## config.mk

```make
export PLATFORM = sky130hd
export DESIGN_NAME = axi_inf_write_slave_core
export DESIGN_NICKNAME = d
export VERILOG_FILES = /design/src/rtl/axi_inf_write_slave_core.sv
export SDC_FILE = /design/constraint.sdc
export NUM_CORES = 1
export LEC_CHECK = 0
export CELL_PAD_IN_SITES_DETAIL_PLACEMENT = 1
export CELL_PAD_IN_SITES_GLOBAL_PLACEMENT = 2
export CORE_AREA = 2 2 264 266
export DETAILED_ROUTE_END_ITERATION = 6
export DIE_AREA = 0 0 266 268
export PLACE_DENSITY_LB_ADDON = 0.3
export SLEW_MARGIN = 0
export SYNTH_ARGS = -nofsm -noshare
export SYNTH_HDL_FRONTEND = slang
export SYNTH_SLANG_ARGS = --single-unit
```

## constraint.sdc

```tcl
create_clock -name axi_aclk -period 4.5 [get_ports axi_aclk]
set_input_delay 0.9 -clock axi_aclk [delete_from_list [all_inputs] [get_ports axi_aclk]]
set_output_delay 0.9 -clock axi_aclk [all_outputs]
set_load 0.05 [all_outputs]
```

## src/rtl/axi_inf_write_slave_core.sv

```systemverilog
// AXI write slave core: one burst at a time, beats streamed with zero latency to a sink port.
// Optional macro AXI_WR_SLAVE_WLAST_CHECK_EN adds beat-count vs wlast checking with SLVERR.
module axi_inf_write_slave_core #(
  parameter int IDSIZE = 3,
  parameter int LSIZE  = 8,
  parameter int ASIZE  = 32,
  parameter int DSIZE  = 256
) (
  input  logic               axi_aclk,
  input  logic               axi_resetn,
  input  logic [IDSIZE-1:0]  axi_awid,
  input  logic [ASIZE-1:0]   axi_awaddr,
  input  logic [LSIZE-1:0]   axi_awlen,
  input  logic [2:0]         axi_awsize,
  input  logic [1:0]         axi_awburst,
  input  logic               axi_awvalid,
  output logic               axi_awready,
  input  logic [DSIZE-1:0]   axi_wdata,
  input  logic [DSIZE/8-1:0] axi_wstrb,
  input  logic               axi_wlast,
  input  logic               axi_wvalid,
  output logic               axi_wready,
  output logic [IDSIZE-1:0]  axi_bid,
  output logic [1:0]         axi_bresp,
  output logic               axi_bvalid,
  input  logic               axi_bready,
  output logic               mem_wr_en,
  output logic [ASIZE-1:0]   mem_addr,
  output logic [DSIZE-1:0]   mem_wdata,
  output logic [DSIZE/8-1:0] mem_wstrb,
  input  logic               sink_full,
  output logic               busy,
  output logic               burst_done,
  output logic [1:0]         dbg_state
);

  typedef enum logic [1:0] {IDLE = 2'd0, DATA = 2'd1, RESP = 2'd2} state_t;

  localparam logic [1:0] RESP_OKAY   = 2'b00;
  localparam logic [1:0] RESP_SLVERR = 2'b10;
  localparam logic [1:0] BURST_FIXED = 2'b00;

  state_t             state, state_next;
  logic               awready_q;
  logic               burst_done_q;
  logic [IDSIZE-1:0]  id_q;
  logic [ASIZE-1:0]   addr_q;
  logic [LSIZE-1:0]   len_q;
  logic [2:0]         size_q;
  logic [1:0]         burst_q;
  logic [LSIZE:0]     cnt_q;
  logic [1:0]         resp_q;
  logic [ASIZE-1:0]   step;
  logic               aw_hs;
  logic               beat;
  logic               end_beat;
  logic               beat_err;

  // Handshake rule on every channel: a transfer happens in the cycle where valid and ready are both high.
  assign aw_hs      = axi_awvalid & awready_q;
  assign axi_wready = (state == DATA) & ~sink_full;
  assign beat       = axi_wvalid & axi_wready;
  assign step       = ASIZE'(1) << size_q;

`ifdef AXI_WR_SLAVE_WLAST_CHECK_EN
  logic cnt_match;
  assign cnt_match = (cnt_q == {1'b0, len_q});
  // Burst ends at the first of wlast or the final counted beat; disagreement is an error.
  assign end_beat  = beat & (axi_wlast | cnt_match);
  assign beat_err  = axi_wlast ^ cnt_match;
`else
  logic unused_len;
  assign unused_len = ^len_q;
  assign end_beat   = beat & axi_wlast;
  assign beat_err   = 1'b0;
`endif

  always_comb begin
    state_next = state;
    case (state)
      IDLE:    if (aw_hs) state_next = DATA;
      DATA:    if (end_beat) state_next = RESP;
      RESP:    if (axi_bready) state_next = IDLE;
      default: state_next = IDLE;
    endcase
  end

  always_ff @(posedge axi_aclk or negedge axi_resetn) begin
    if (!axi_resetn) begin
      state        <= IDLE;
      awready_q    <= 1'b0;
      burst_done_q <= 1'b0;
      id_q         <= '0;
      addr_q       <= '0;
      len_q        <= '0;
      size_q       <= '0;
      burst_q      <= '0;
      cnt_q        <= '0;
      resp_q       <= RESP_OKAY;
    end else begin
      state        <= state_next;
      awready_q    <= (state_next == IDLE);
      burst_done_q <= (state == RESP) & axi_bready;
      if (aw_hs) begin
        id_q    <= axi_awid;
        addr_q  <= axi_awaddr;
        len_q   <= axi_awlen;
        size_q  <= axi_awsize;
        burst_q <= axi_awburst;
        cnt_q   <= '0;
        resp_q  <= RESP_OKAY;
      end
      if (beat) begin
        cnt_q <= cnt_q + (LSIZE+1)'(1);
        // WRAP and reserved encodings advance like INCR.
        if (burst_q != BURST_FIXED) addr_q <= addr_q + step;
        if (end_beat && beat_err) resp_q <= RESP_SLVERR;
      end
    end
  end

  assign axi_awready = awready_q;
  assign axi_bvalid  = (state == RESP);
  assign axi_bid     = id_q;
  assign axi_bresp   = resp_q;
  assign mem_wr_en   = beat;
  assign mem_addr    = addr_q;
  assign mem_wdata   = axi_wdata;
  assign mem_wstrb   = axi_wstrb;
  assign busy        = (state != IDLE);
  assign burst_done  = burst_done_q;
  assign dbg_state   = state;

endmodule
```

==> results of run 1 <==
==> placed cells by master, fill, tap and decap left out, drive strengths merged, types with 5 or more instances in the layout <==
master          n
nand2          57
or3             5
ha              8
a21oi          12
nand3          10
clkbuf          6
a31oi          13
nor2           33
inv             7
nor3           13
clkdlybuf4s50  88
xor2            5
nor3b           6
buf            12
a211oi         10
dfrtp          44
o211ai          7
nand4           5
a21o            7
o21ai          17
and3           10
==> final cells by class <==
class	count	share of cell area [%]
Sequential cell	44	21.6
Tap cell	882	21.6
Timing Repair Buffer	100	19.0
Inverter	7	0.515
Clock buffer	6	2.72
Clock inverter	2	0.761
Multi-Input combinational cell	272	33.8
==> tightest hold or removal path: stages (launching register included) <==
cell	delay, ps
dfrtp_1	350
nand2_1	50
nand2_1	50
==> power groups by stage <==
stage	logic, W	registers (W)	clock network, W
floorplan	0.00154	0.00132	0
global placement	0.00214	0.000918	0
detailed placement	0.00215	0.000920	0
CTS	0.00216	0.000914	0.000535
global route	0.00230	0.000958	0.000547
finish	0.00211	0.000902	0.000493
==> path summary, 6_finish.rpt <==
kind                                     endpoint              startpoint  depth (start not counted)  slack [ps]
hold / removal             axi_bid[0]$_DFFE_PN0P_  axi_bid[0]$_DFFE_PN0P_                          2         490
hold reg to reg            axi_bid[0]$_DFFE_PN0P_  axi_bid[0]$_DFFE_PN0P_                          2         490
setup / recovery                        mem_wr_en               sink_full                          5         900
min in group asynchronous  mem_addr[28]$_DFF_PN0_              axi_resetn                          1         590
max in group asynchronous   mem_addr[6]$_DFF_PN0_              axi_resetn                          2        3020
setup reg to reg           mem_addr[24]$_DFF_PN0_   size_q[2]$_DFFE_PN0P_                          8        1360
==> metal layers <==
metal / part of all wire [%] / routed length (um)
met1: 42 / 9260
met2: 39 / 8670
met3: 12 / 2530
met4: 6.8 / 1490
met5: 0.059 / 13
==> kinds of logic (layout without fill, tap and decap cells) <==
logic type	Yosys count	after routing
AO/OA/AOI/OAI	91	91
adder cells (fa/ha/maj)	9	9
XOR/XNOR	8	8
multiplexers	4	4
other	1	2
buffers and inverters	313	115
flip-flops	44	44
AND/OR/NAND/NOR	158	158
==> flip-flops by register name, summed over array words and instances, names as in the netlist <==
register / cells
burst_q: 2
axi_awready: 1
burst_done: 1
dbg_state: 2
size_q: 3
mem_addr: 32
axi_bid: 3
==> through the flow <==
stage | hold WS (ps) | utilization, % | power (W) | cells | instance area, um2
6_report | 488 | 7.48 | 0.00351 | 1313 | 5100
5_1_grt | 532 | 7.48 | 0.00381 | 1313 | 5100
4_1_cts | 494 | 7.48 | 0.00361 | 1313 | 5100
3_5_place_dp | 470 | 7.21 | 0.00307 | 1305 | 4920
3_3_place_gp | 473 | 7.21 | 0.00306 | 1305 | 4920
2_1_floorplan | 469 | - | 0.00287 | 629 | 5090
==> key figures, run 1 <==
STA
  – Slew HR: 52.0%
  – Skew final: 13.1 ps
  – Period utilization: 80.0%
  – TNS Setup: 0 ps
  – Setup violations, final: 0
  – Unrepaired setup endpoints after global routing: false
  – Hold Vio Cnt, Final: 0
  – Final setup margin: 900 ps
  – Max Fclk: 0.278 GHz
  – Final Max Slew Viols: 0
  – Actual slew at the worst max-slew pin: 717 ps
  – Final Critical Period: 3600 ps

Die
  – Total die area: 71,300 um2
  – Die X-Extent: 266 um
  – I/O Pins: 676
  – # rows: 96
  – Core ar.: 68,200 um2
  – Starting Density: 7.45%
  – Die span in y: 268 um

Finish
  – Net count reported at finish: 782
  – Layout cells sized above 1: 9.74%
  – Area of the multi-input gates: 1720 um2
  – Fill cells: 8,115
  – FF+latch area: 1100 um2
  – Area growth, synth to finish: 0.271%
  – Diode count: 0

Placement
  – Pre-CTS setup slack: 876 ps
  – IO buf count: 89
  – Routability cong.: 0.681
  – Detail Placement HPWL: 17.5 mm

Routing
  – Vias per inst: 2.64
  – DR iter-0 viols: 135
  – WL final: 22.0 mm
  – Residual DRC: 0
  – First-pass DRT Iterations: 4
  – Post-route ant nets: 0
  – Via Count: 3,466
  – Post-DR wirelength/cell: 16.7 um

Synth
  – XOR/XNOR Fraction of Synth Area: 1.38%
  – Top cell type's share of synthesized area: 43.0%
  – Avg Inst Size Synth: 8.10 um2
  – Commonest cells post-synth: buf_4, nand2_1, dfrtp_1
  – Synth area leader: buf_4
  – Adder-Cell Fraction of Synth Area: 2.36%
  – Top cells by area, synth: buf_4, dfrtp_1, nand2_1, nor2_1, ha_1
  – Synth Flop Type: dfrtp_1
  – Post-synthesis compound-gate area fraction: 13.4%
  – Simple-gate share of the synthesized area: 15.5%
  – Post-synthesis mux area share: 0.836%
  – Gate Count Post-Synth: 628
  – Post-synthesis sequential area ratio: 21.6%
  – Post-Syn Area: 5090 um2
  – Post-synth EDFFs: 0
  – Main combinational cell family by area after synthesis: buffers and inverters
  – Synthesized flop and latch total: 44
  – Synth cell types: 64
  – Yosys warns: 0
  – Ys async rst share: 100%
  – Most frequent cell after synthesis: buf_4

CTS
  – CTS tree: yes
  – CTS max path bufs: 2
  – CTS Sinks: 44
  – Num CTS Buffers: 5
  – Post-CTS Setup Bufs: 0
  – H-tree Lvls: 2
  – Hold buffers post-CTS: 0
  – CTS clk-pin slew, worst paths: 70 ps
  – Clock latency on the worst-skew pair: 320 ps
  – CTS resizes: 0
  – Root buffer cell: clkbuf_16

Critical path
  – Worst-path fanout max: 5
  – Crit path max-delay cell type: clkdlybuf4s50_1
  – Critical path data required time: 3600 ps
  – Crit Path Category: in -> out
  – Crit path max-delay family: buffers and inverters
  – Arrival @ worst endpoint: 2700 ps
  – Setup crit end kind: primary output
  – Max incr delay on CP: 840 ps
  – Most common cell on crit path: clkdlybuf4s50_1
  – Cells along the critical path: clkdlybuf4s50_1, nand4bb_1, buf_4, inv_1, clkdlybuf4s50_1
  – WP buf/inv: 4
  – Startpoint Class: input port

Pwr
  – Leak: 1.74 nW
  – Clk pwr share: 14.1%
  – Peak supply drop: 0.000191 V
  – Switching Fraction: 54.8%
  – Comb pwr share: 60.2%
  – Internal: 0.00158 W
  – Pwr dens: 687 nW/um2
  – Reg power frac: 25.7%
  – Net Switching: 0.00192 W

Global route
  – GR peak layer: met2
  – Global route total overflow: 0
  – Met3 usage: 3.34%
  – Met2 Use GR: 8.24%
  – Number of global-route vias before repair: 3,877
  – First-pass GRT wire length: 30.4 mm
  – Initial antenna violation count: 1
  – Largest net degree at the start of global routing: 28
  – GRT Total Usage: 6.10%
  – Met1 usage: 7.23%

Worst hold path
  – Worst min-delay path class: reg -> reg

Run status
  – Status: completed

Run
  – Max cap viols: 0
Note: power is estimated with default switching activity, not from simulation.
==> run 2, diff against run 1 <==
--- a/config.mk
+++ b/config.mk
@@ -7,9 +7,9 @@
 export LEC_CHECK = 0
 export CELL_PAD_IN_SITES_DETAIL_PLACEMENT = 1
 export CELL_PAD_IN_SITES_GLOBAL_PLACEMENT = 2
-export CORE_AREA = 2 2 264 266
+export CORE_AREA = 2 2 265 267
 export DETAILED_ROUTE_END_ITERATION = 6
-export DIE_AREA = 0 0 266 268
+export DIE_AREA = 0 0 267 269
 export PLACE_DENSITY_LB_ADDON = 0.3
 export SLEW_MARGIN = 0
 export SYNTH_ARGS = -nofsm -noshare
==> constraint.sdc (replaced) <==
create_clock -name axi_aclk -period 3.1 [get_ports axi_aclk]
set_input_delay 0.62 -clock axi_aclk [delete_from_list [all_inputs] [get_ports axi_aclk]]
set_output_delay 0.62 -clock axi_aclk [all_outputs]
set_load 0.05 [all_outputs]
==> run 2 against run 1 <==
Effect of this change:
- cell count grew 5.5%
- utilization grew 0.14 points
- register-to-register slack lost 1100 ps
- count of clock-buffer cells in the layout shrank 1
- clock skew is essentially flat
- critical path depth grew 3
- routed wire length shrank 1.8%
- total power grew 46%
- sequential share of layout area shrank 0.71 points
- hold slack lost 300 ps
- flip-flop and latch count is the same
- critical path type is now reg -> reg
==> key figures, run 2 (synthesized netlist as in run 1, its figures left out) <==
Finish
  – Fill cells: 8,210 (+1.2%)
  – Net count reported at finish: 795 (+1.7%)
  – Final core utilization: 7.61% (+0.14 points)
  – Most frequent cells in the layout: clkdlybuf4s50_1, nand2_1, dfrtp_1
  – Layout cells sized above 1: 12.8% (+3.1 points)
  – Post-Layout Inst Area: 5270 um2 (+3.4%)
  – Area growth, synth to finish: 3.69%
  – Flip-flop count of the largest register after layout: 32 (unchanged)
  – Most common cell after layout, fill and taps aside: clkdlybuf4s50_1

STA
  – Slew HR: 42.9% (-9.1 points)
  – Setup violations, final: 0 (unchanged)
  – TNS Setup: 0 ps (unchanged)
  – Actual slew at the worst max-slew pin: 853 ps (+137 ps)
  – Unrepaired setup endpoints after global routing: false
  – Period utilization: 92.3%
  – Hold Vio Cnt, Final: 0 (unchanged)
  – Skew final: 12.8 ps (-0.277 ps)
  – Smallest hold slack: 185 ps (-303 ps)
  – Final Max Slew Viols: 0 (unchanged)
  – Final Critical Period: 2860 ps
  – Max Fclk: 0.350 GHz

Global route
  – GRT Total Usage: 5.91% (-0.18 points)
  – Largest net degree at the start of global routing: 20 (-29%)
  – GR peak layer: met2
  – Met3 usage: 3.41% (+0.071 points)
  – Met1 usage: 7.17% (-0.059 points)
  – Met2 Use GR: 7.64% (-0.60 points)
  – Number of global-route vias before repair: 3,640 (-6.1%)
  – Global route total overflow: 0 (unchanged)
  – Initial antenna violation count: 3 (+2)
  – First-pass GRT wire length: 29.1 mm (-4.1%)

Critical path
  – Critical path data required time: 3310 ps (-290 ps)
  – Crit path max-delay cell type: dfrtp_1
  – Setup crit end kind: flop
  – Crit path max-delay family: compound AO/OA/AOI/OAI gates
  – Worst-path fanout max: 9 (+4)
  – Max incr delay on CP: 480 ps (-360 ps)
  – Startpoint Class: flop
  – Crit Path Category: reg -> reg
  – WP buf/inv: 0 (-4)
  – Cells along the critical path: nor3_1, ha_1, fa_1, a21o_1, a221o_1, o211ai_2, mux2_2, o221a_2
  – Flop2flop setup slack: 240 ps (-1120 ps)
  – Arrival @ worst endpoint: 3070 ps (+370 ps)

Die
  – I/O Pins: 676 (unchanged)
  – Starting Density: 7.34% (-0.12 points)
  – # rows: 97 (+1.0%)
  – Die X-Extent: 267 um (+0.38%)
  – Total die area: 71,800 um2 (+0.75%)
  – Core ar.: 69,300 um2 (+1.6%)
  – Die span in y: 269 um (+0.37%)

Run
  – Max cap viols: 0 (unchanged)

Routing
  – Vias per inst: 2.49 (-5.7%)
  – Via Count: 3,449 (-0.49%)
  – DR iter-0 viols: 123 (-8.9%)
  – First-pass DRT Iterations: 5 (+1)
  – Post-DR wirelength/cell: 15.6 um (-6.9%)
  – WL final: 21.6 mm (-1.8%)
  – Post-route ant nets: 0 (unchanged)
  – Residual DRC: 0 (unchanged)

Placement
  – Routability cong.: 0.692 (+1.5%)
  – IO buf count: 89 (unchanged)
  – Area post-placement: 5100 um2 (+3.6%)
  – Detail Placement HPWL: 17.7 mm (+0.84%)

CTS
  – CTS resizes: 0 (unchanged)
  – CTS tree: yes
  – Num CTS Buffers: 5 (unchanged)
  – H-tree Lvls: 2 (unchanged)
  – Root buffer cell: clkbuf_16
  – CTS Sinks: 44 (unchanged)
  – Post-CTS Setup Bufs: 0 (unchanged)
  – Clock latency on the worst-skew pair: 320 ps (about the same)
  – CTS clk-pin slew, worst paths: 80 ps (about the same)
  – Hold buffers post-CTS: 0 (unchanged)
  – CTS max path bufs: 2 (unchanged)

Worst hold path
  – Worst min-delay path class: in -> async

Pwr
  – Leak: 1.80 nW (+3.5%)
  – Pwr dens: 968 nW/um2 (+41%)
  – Peak supply drop: 0.000232 V (+21%)

Run status
  – Status: completed
run 2: worst paths after layout:
check / startpoint / cells after the start / endpoint
min reg2reg: axi_bid[0]$_DFFE_PN0P_ / 2 / axi_bid[0]$_DFFE_PN0P_
min: axi_resetn / 1 / mem_addr[23]$_DFF_PN0_
max: size_q[0]$_DFFE_PN0P_ / 8 / mem_addr[24]$_DFF_PN0_
max in group asynchronous: axi_resetn / 2 / axi_bid[0]$_DFFE_PN0P_
max reg2reg: size_q[0]$_DFFE_PN0P_ / 8 / mem_addr[24]$_DFF_PN0_
min in group axi_aclk: axi_bid[0]$_DFFE_PN0P_ / 2 / axi_bid[0]$_DFFE_PN0P_
run 2: final cells by class:
type,count,area (um2),area share [%]
multi-input combinational,272,1720,32.7
tap,940,1180,22.3
sequential,44,1100,20.9
timing repair buffer,113,1070,20.4
clock buffer,5,125,2.37
clock inverter,3,46.3,0.878
inverter,7,26.3,0.498
antenna,1,2.50,0.0474
run 2: worst reg2reg max path, cell delays in order (launching register included):
cell,delay [ps]
dfrtp_1,480
nor3_1,90
ha_1,230
fa_1,420
a21o_1,260
a221o_1,380
o211ai_2,300
mux2_2,370
o221a_2,240
run 2: stage by stage:
step	std cells	setup WS (ps)	power (W)
after global placement	1376	234	0.00452
after global routing	1384	52.3	0.00554
after detailed placement	1376	232	0.00452
after CTS	1384	225	0.00527
after floorplan	629	349	0.00416
final	1385	240	0.00510
run 2: routing by layer:
metal	routed length [um]	share of wire [%]	vias to the layer above
met4	1310	6.1	2
met1	9320	43	1622
li1	-	-	1462
met5	13	0.060	-
met2	8330	39	256
met3	2590	12	107
run 2: power breakdown:
| part | switching [W] | leakage, nW | total (W) | internal (W) |
|---|---|---|---|---|
| clock network | 0.000302 | 0.0804 | 0.000687 | 0.000385 |
| logic | 0.00201 | 1.21 | 0.00313 | 0.00112 |
| registers | 0.000446 | 0.518 | 0.00129 | 0.000841 |
| total | 0.00276 | 1.80 | 0.00510 | 0.00234 |
